[src/rtl/exp5_detector_jogada.sv]
// Play detector: synchronises and debounces the buttons, emits one 'jogada' pulse per one-hot press, and re-arms after a debounced release.
// Optional MULTI_PRESS_ERR_EN: a stable multi-button press drops to SOLTA with a one-cycle 'multipla' pulse.
module exp5_detector_jogada #(
   parameter int N_BOTOES        = 4,
   parameter int DEBOUNCE_CICLOS = 20
) (
   input  logic                clock,
   input  logic                reset,
   input  logic [N_BOTOES-1:0] botoes,
   input  logic                habilita,
   input  logic                zera,
   output logic                jogada,
   output logic [N_BOTOES-1:0] botao_reg,
   output logic                multipla,
   output logic [3:0]          db_estado_det
);
   localparam int CNT_W = $clog2(DEBOUNCE_CICLOS);
   localparam logic [CNT_W-1:0] TERMINAL = CNT_W'(DEBOUNCE_CICLOS - 1);

   typedef enum logic [1:0] {
      OCIOSO      = 2'd0,
      FILTRA      = 2'd1,
      PRESSIONADO = 2'd2,
      SOLTA       = 2'd3
   } estado_t;

   estado_t             estado, estado_prox;
   logic [N_BOTOES-1:0] sync1, b_s;
   logic [N_BOTOES-1:0] cap, cap_prox;
   logic [CNT_W-1:0]    cnt, cnt_prox;
   logic                captura;
   logic                um_quente;
`ifdef MULTI_PRESS_ERR_EN
   logic                multi_prox;
   logic                multipla_r;
`endif

   always_ff @(posedge clock or posedge reset) begin
      if (reset) begin
         sync1 <= '0;
         b_s   <= '0;
      end else begin
         sync1 <= botoes;
         b_s   <= sync1;
      end
   end

   assign um_quente = (cap != '0) && ((cap & (cap - N_BOTOES'(1))) == '0);

   always_ff @(posedge clock or posedge reset) begin
      if (reset) begin
         estado <= OCIOSO;
         cap    <= '0;
         cnt    <= '0;
      end else begin
         estado <= estado_prox;
         cap    <= cap_prox;
         cnt    <= cnt_prox;
      end
   end

   always_comb begin
      estado_prox = estado;
      cap_prox    = cap;
      cnt_prox    = cnt;
      captura     = 1'b0;
`ifdef MULTI_PRESS_ERR_EN
      multi_prox  = 1'b0;
`endif
      case (estado)
         OCIOSO: begin
            if (b_s != '0) begin
               estado_prox = FILTRA;
               cap_prox    = b_s;
               cnt_prox    = '0;
            end
         end
         FILTRA: begin
            if (b_s == '0) begin
               estado_prox = OCIOSO;
            end else if (b_s != cap) begin
               cap_prox = b_s;
               cnt_prox = '0;
            end else if (cnt == TERMINAL) begin
               // a stable multi-press without the error feature just parks here
               if (um_quente) begin
                  estado_prox = PRESSIONADO;
                  captura     = 1'b1;
               end
`ifdef MULTI_PRESS_ERR_EN
               else begin
                  estado_prox = SOLTA;
                  cnt_prox    = '0;
                  multi_prox  = 1'b1;
               end
`endif
            end else begin
               cnt_prox = cnt + CNT_W'(1);
            end
         end
         PRESSIONADO: begin
            estado_prox = SOLTA;
            cnt_prox    = '0;
         end
         SOLTA: begin
            if (b_s != '0) begin
               cnt_prox = '0;
            end else if (cnt == TERMINAL) begin
               estado_prox = OCIOSO;
            end else begin
               cnt_prox = cnt + CNT_W'(1);
            end
         end
         default: estado_prox = OCIOSO;
      endcase
   end

   // capture on the edge entering PRESSIONADO takes priority over zera
   always_ff @(posedge clock or posedge reset) begin
      if (reset) begin
         botao_reg <= '0;
      end else if (captura && habilita) begin
         botao_reg <= cap;
      end else if (zera) begin
         botao_reg <= '0;
      end
   end

`ifdef MULTI_PRESS_ERR_EN
   always_ff @(posedge clock or posedge reset) begin
      if (reset) begin
         multipla_r <= 1'b0;
      end else begin
         multipla_r <= multi_prox;
      end
   end
   assign multipla = multipla_r;
`else
   assign multipla = 1'b0;
`endif

   assign jogada = (estado == PRESSIONADO) && habilita;

   always_comb begin
      case (estado)
         OCIOSO:      db_estado_det = 4'h0;
         FILTRA:      db_estado_det = 4'h1;
         PRESSIONADO: db_estado_det = 4'h2;
         SOLTA:       db_estado_det = 4'h3;
         default:     db_estado_det = 4'hF;
      endcase
   end
endmodule

[config.mk]
export PLATFORM = sky130hd
export DESIGN_NAME = exp5_detector_jogada
export DESIGN_NICKNAME = d
export VERILOG_FILES = /design/src/rtl/exp5_detector_jogada.sv
export SDC_FILE = /design/constraint.sdc
export NUM_CORES = 1
export LEC_CHECK = 0
export CAP_MARGIN = 10
export CORE_MARGIN = 2
export CORE_UTILIZATION = 55
export DETAILED_ROUTE_END_ITERATION = 10
export DONT_BUFFER_PORTS = 1
export GPL_ROUTABILITY_DRIVEN = 0
export HOLD_SLACK_MARGIN = 0.03
export PLACE_DENSITY_LB_ADDON = 0.12
export SLEW_MARGIN = 20
export SYNTH_ARGS = -nofsm -noshare
export SYNTH_HDL_FRONTEND = slang
export SYNTH_SLANG_ARGS = --single-unit
export TNS_END_PERCENT = 20
[constraint.sdc]
create_clock -name clock -period 1.8 [get_ports clock]
set_input_delay 0.18 -clock clock [delete_from_list [all_inputs] [get_ports clock]]
set_output_delay 0.18 -clock clock [all_outputs]
set_load 0.02 [all_outputs]
==> results.sh <==
export IMPL_diodes=0
export IMPL_pwr_share_comb_pct=12.1
export IMPL_p_int_mw=0.668
export IMPL_leakage_nw=0.650
export IMPL_grt_pass1_wl_um=3980
export IMPL_status="finished, final reports clean"
export IMPL_largest_register="cnt"
export IMPL_crit_fanout=5
export IMPL_routed_wl_um=2260
export IMPL_row_count=16
export IMPL_seq_area_frac_synth_pct=48.4
export IMPL_syn_to_final_growth_pct=14.9
export IMPL_grt_pass1_vias=905
export IMPL_io_pins=18
export IMPL_hold_violations=0
export IMPL_fin_crit_ps=1690
export IMPL_drv_cap=0
export IMPL_clock_latency_ps=330
export IMPL_cts_inserted_buffers=3
export IMPL_finalWorstSetupSlack_ps=110
export IMPL_ir_drop_mv=0.630
export IMPL_clkTransAtPathRegs_ps=130
export IMPL_path_class="flip-flop to flip-flop"
export IMPL_gr_usage_all_layers_pct=21.0
export IMPL_multiInputGateArea_um2=573
export IMPL_fill_cells=162
export IMPL_core_um2=2000
export IMPL_place_inst=146
export IMPL_report_final_slew_viol_count=0
export IMPL_critPathLaunchType="flip-flop"
export IMPL_fin_crit_sh_pct=93.9
export IMPL_power_share_clock_pct=27.3
export IMPL_die_x_um=50.5
export IMPL_dr_pass1_iters=4
export IMPL_layout_drive_gt1_share_pct=21.7
export IMPL_synth_area_um2=1190
export IMPL_final_antenna_net_count=0
export IMPL_power_total_mw=0.909
export IMPL_dp_worst_setup_slack_ps=108
export IMPL_cp_cell_sequence="ha_2 > and4bb_2 > and2_1 > o2111ai_2 > mux2_2"
export IMPL_hp_start="zera"
export IMPL_fin_util_pct=68.3
export IMPL_r2r_start="cnt[1]$_DFFE_PP0P_"
export IMPL_instances_no_fill=156
export IMPL_numPortBuffers=0
export IMPL_crit_path_top_delay_cell="dfrtp_1"
export IMPL_required_ps=2020
export IMPL_arrival_ps=1910
export IMPL_setup_viol=0
export IMPL_cts_buffer_depth=2
export IMPL_avgSynthCellArea_um2=10.4
export IMPL_cp_end_kind="flip-flop"
export IMPL_power_switching_mw=0.241
export IMPL_layout_nets=139
export IMPL_hold_path_class="input port to flip-flop"
export IMPL_ys_ff_latch=23
export IMPL_grt_overflow_total=0
export IMPL_max_freq_mhz=592
export IMPL_antenna_found_initial=0
export IMPL_netlist_instances=114
export IMPL_die_area_um2=2550
export IMPL_via_per_inst=5.71
export IMPL_clock_skew_ps=9.00
export IMPL_place_detailed_hpwl_um=1610
export IMPL_switching_share_pct=26.5
export IMPL_p_per_area_nw_per_um2=665
export IMPL_cts_tree="built"
export IMPL_htreeDepth=1
export IMPL_ys_warn_count=0
export IMPL_largest_reg_flops=5
export IMPL_seqCellArea_um2=576
export IMPL_slowest_delay_ps=410
export IMPL_startpoint="cnt[1]$_DFFE_PP0P_"
export IMPL_start_util_pct=59.4
export IMPL_drc=0
export IMPL_num_vias=891
export IMPL_grt_max_degree=24
export IMPL_finalSetupTns_ps=0
export IMPL_cp_num_buf_inv=0
export IMPL_clockRootBuffer="clkbuf_4"
export IMPL_path_delay_family="simple AND/OR/NAND/NOR gates"
export IMPL_rsz0062_at_grt="no"
export IMPL_power_frac_seq_pct=60.6
export IMPL_die_h_um=50.5
export IMPL_wl_per_cell_um=14.5
export IMPL_first_iter_violations=18
export IMPL_synth_distinct_cells=37
export IMPL_cts_sinks=23
## layout make-up
type | instances | area share (%)
Sequential cell | 23 | 42.1
Multi-Input combinational cell | 81 | 41.9
Timing Repair Buffer | 17 | 10.4
Tap cell | 27 | 2.47
Clock buffer | 3 | 1.65
Inverter | 4 | 1.10
Clock inverter | 1 | 0.366
## cell usage in the layout (no fill, tap or decap), types with 4 or more instances in the layout
cell           netlist  final
a21oi_1              5      5
buf_4                3     11
dfrtp_1             23     23
dlygate4sd3_1        0      6
inv_1                4      4
mux2_2               6      6
nand2_1              6      6
nand2b_1             7      7
nor2b_1              5      5
nor3_1               6      6
nor4_1               4      4
o21ai_0              4      4
xor2_1               4      4
## final timing paths
kind                                             to  slack, ps  cells after the start
max                        botao_reg[2]$_DFFE_PP0P_        110                      5
min                        botao_reg[3]$_DFFE_PP0P_        110                      2
max reg2reg                botao_reg[2]$_DFFE_PP0P_        110                      5
min reg2reg                        b_s[2]$_DFF_PP0_        360                      0
max in group asynchronous  botao_reg[0]$_DFFE_PP0P_       1260                      3
min in group asynchronous        sync1[0]$_DFF_PP0_        310                      3
## cells in the mapped netlist
cell	n	share of area (%)
dfrtp_1	23	48
xnor2_1	1	0.74
o211a_1	1	0.84
a21boi_0	1	0.63
clkbuf_1	5	1.6
inv_1	4	1.3
buf_4	3	1.9
o2bb2ai_1	1	0.74
conb_1	1	0.32
a211oi_1	3	1.9
o31ai_1	1	0.63
nor3_1	6	2.5
nor4_4	1	1.8
a21o_1	1	0.63
or4_1	1	0.63
nor4_2	1	1.1
a31oi_1	1	0.53
o2111ai_2	1	1.3
nor4_1	4	2.1
and4bb_2	1	1.1
nand4_1	1	0.53
nor2b_1	5	2.6
nand2_1	6	1.9
and3_1	3	1.6
and2_1	1	0.53
xor2_1	4	2.9
or2b_1	1	0.63
o21ai_0	4	1.7
mux2i_1	2	1.7
mux2_2	6	5.7
nand3_1	2	0.84
o21a_1	1	0.63
nand2b_1	7	3.7
nor2_1	3	0.95
or2_2	1	0.53
a21oi_1	5	2.1
ha_1	1	1.1
## power by group through the flow
stage	logic [mW]	registers (mW)	clock network [mW]
6_report	0.110	0.551	0.248
5_1_grt	0.121	0.554	0.272
4_1_cts	0.107	0.550	0.250
3_5_place_dp	0.0988	0.561	0
3_3_place_gp	0.0960	0.560	0
2_1_floorplan	0.0705	0.561	0
## worst register-to-register path, cell delays in order (launching register included)
cell       delay (ps)
dfrtp_1           410
ha_2              220
and4bb_2          270
and2_1            190
o2111ai_2         190
mux2_2            320
## routing by layer
layer / vias up / global-route usage (%) / part of all wire (%)
met2: 37 / 31.4 / 44
met5: - / 0 / 0
met1: 424 / 28.7 / 48
li1: 427 / - / -
met4: 0 / 10.4 / 1.4
met3: 3 / 4.76 / 6.6
## logic make-up after synthesis
family	after synthesis	synth area share, %
simple gates	44	22.9
flops	23	48.4
other cells	1	0.315
fa+ha+maj	1	1.05
mux	8	7.36
compound gates	20	11.6
xor+xnor	5	3.68
buf+inv	12	4.73
## stage by stage
| step | hold WS (ps) | instance area, µm² |
|---|---|---|
| after floorplan | 182 | 1200 |
| after global routing | 103 | 1370 |
| final | 107 | 1370 |
| after detailed placement | 128 | 1270 |
| after global placement | 126 | 1270 |
| after CTS | 40.2 | 1350 |
## what timing repair did
item                                    4_1_cts  5_1_grt
endpoints found under the setup margin        0        3
buffers inserted                              0        0
hold buffers                                  5        1
gates resized for setup                       0        2
endpoints found under the hold margin        27        1
Power figures use the tool's default switching activity.
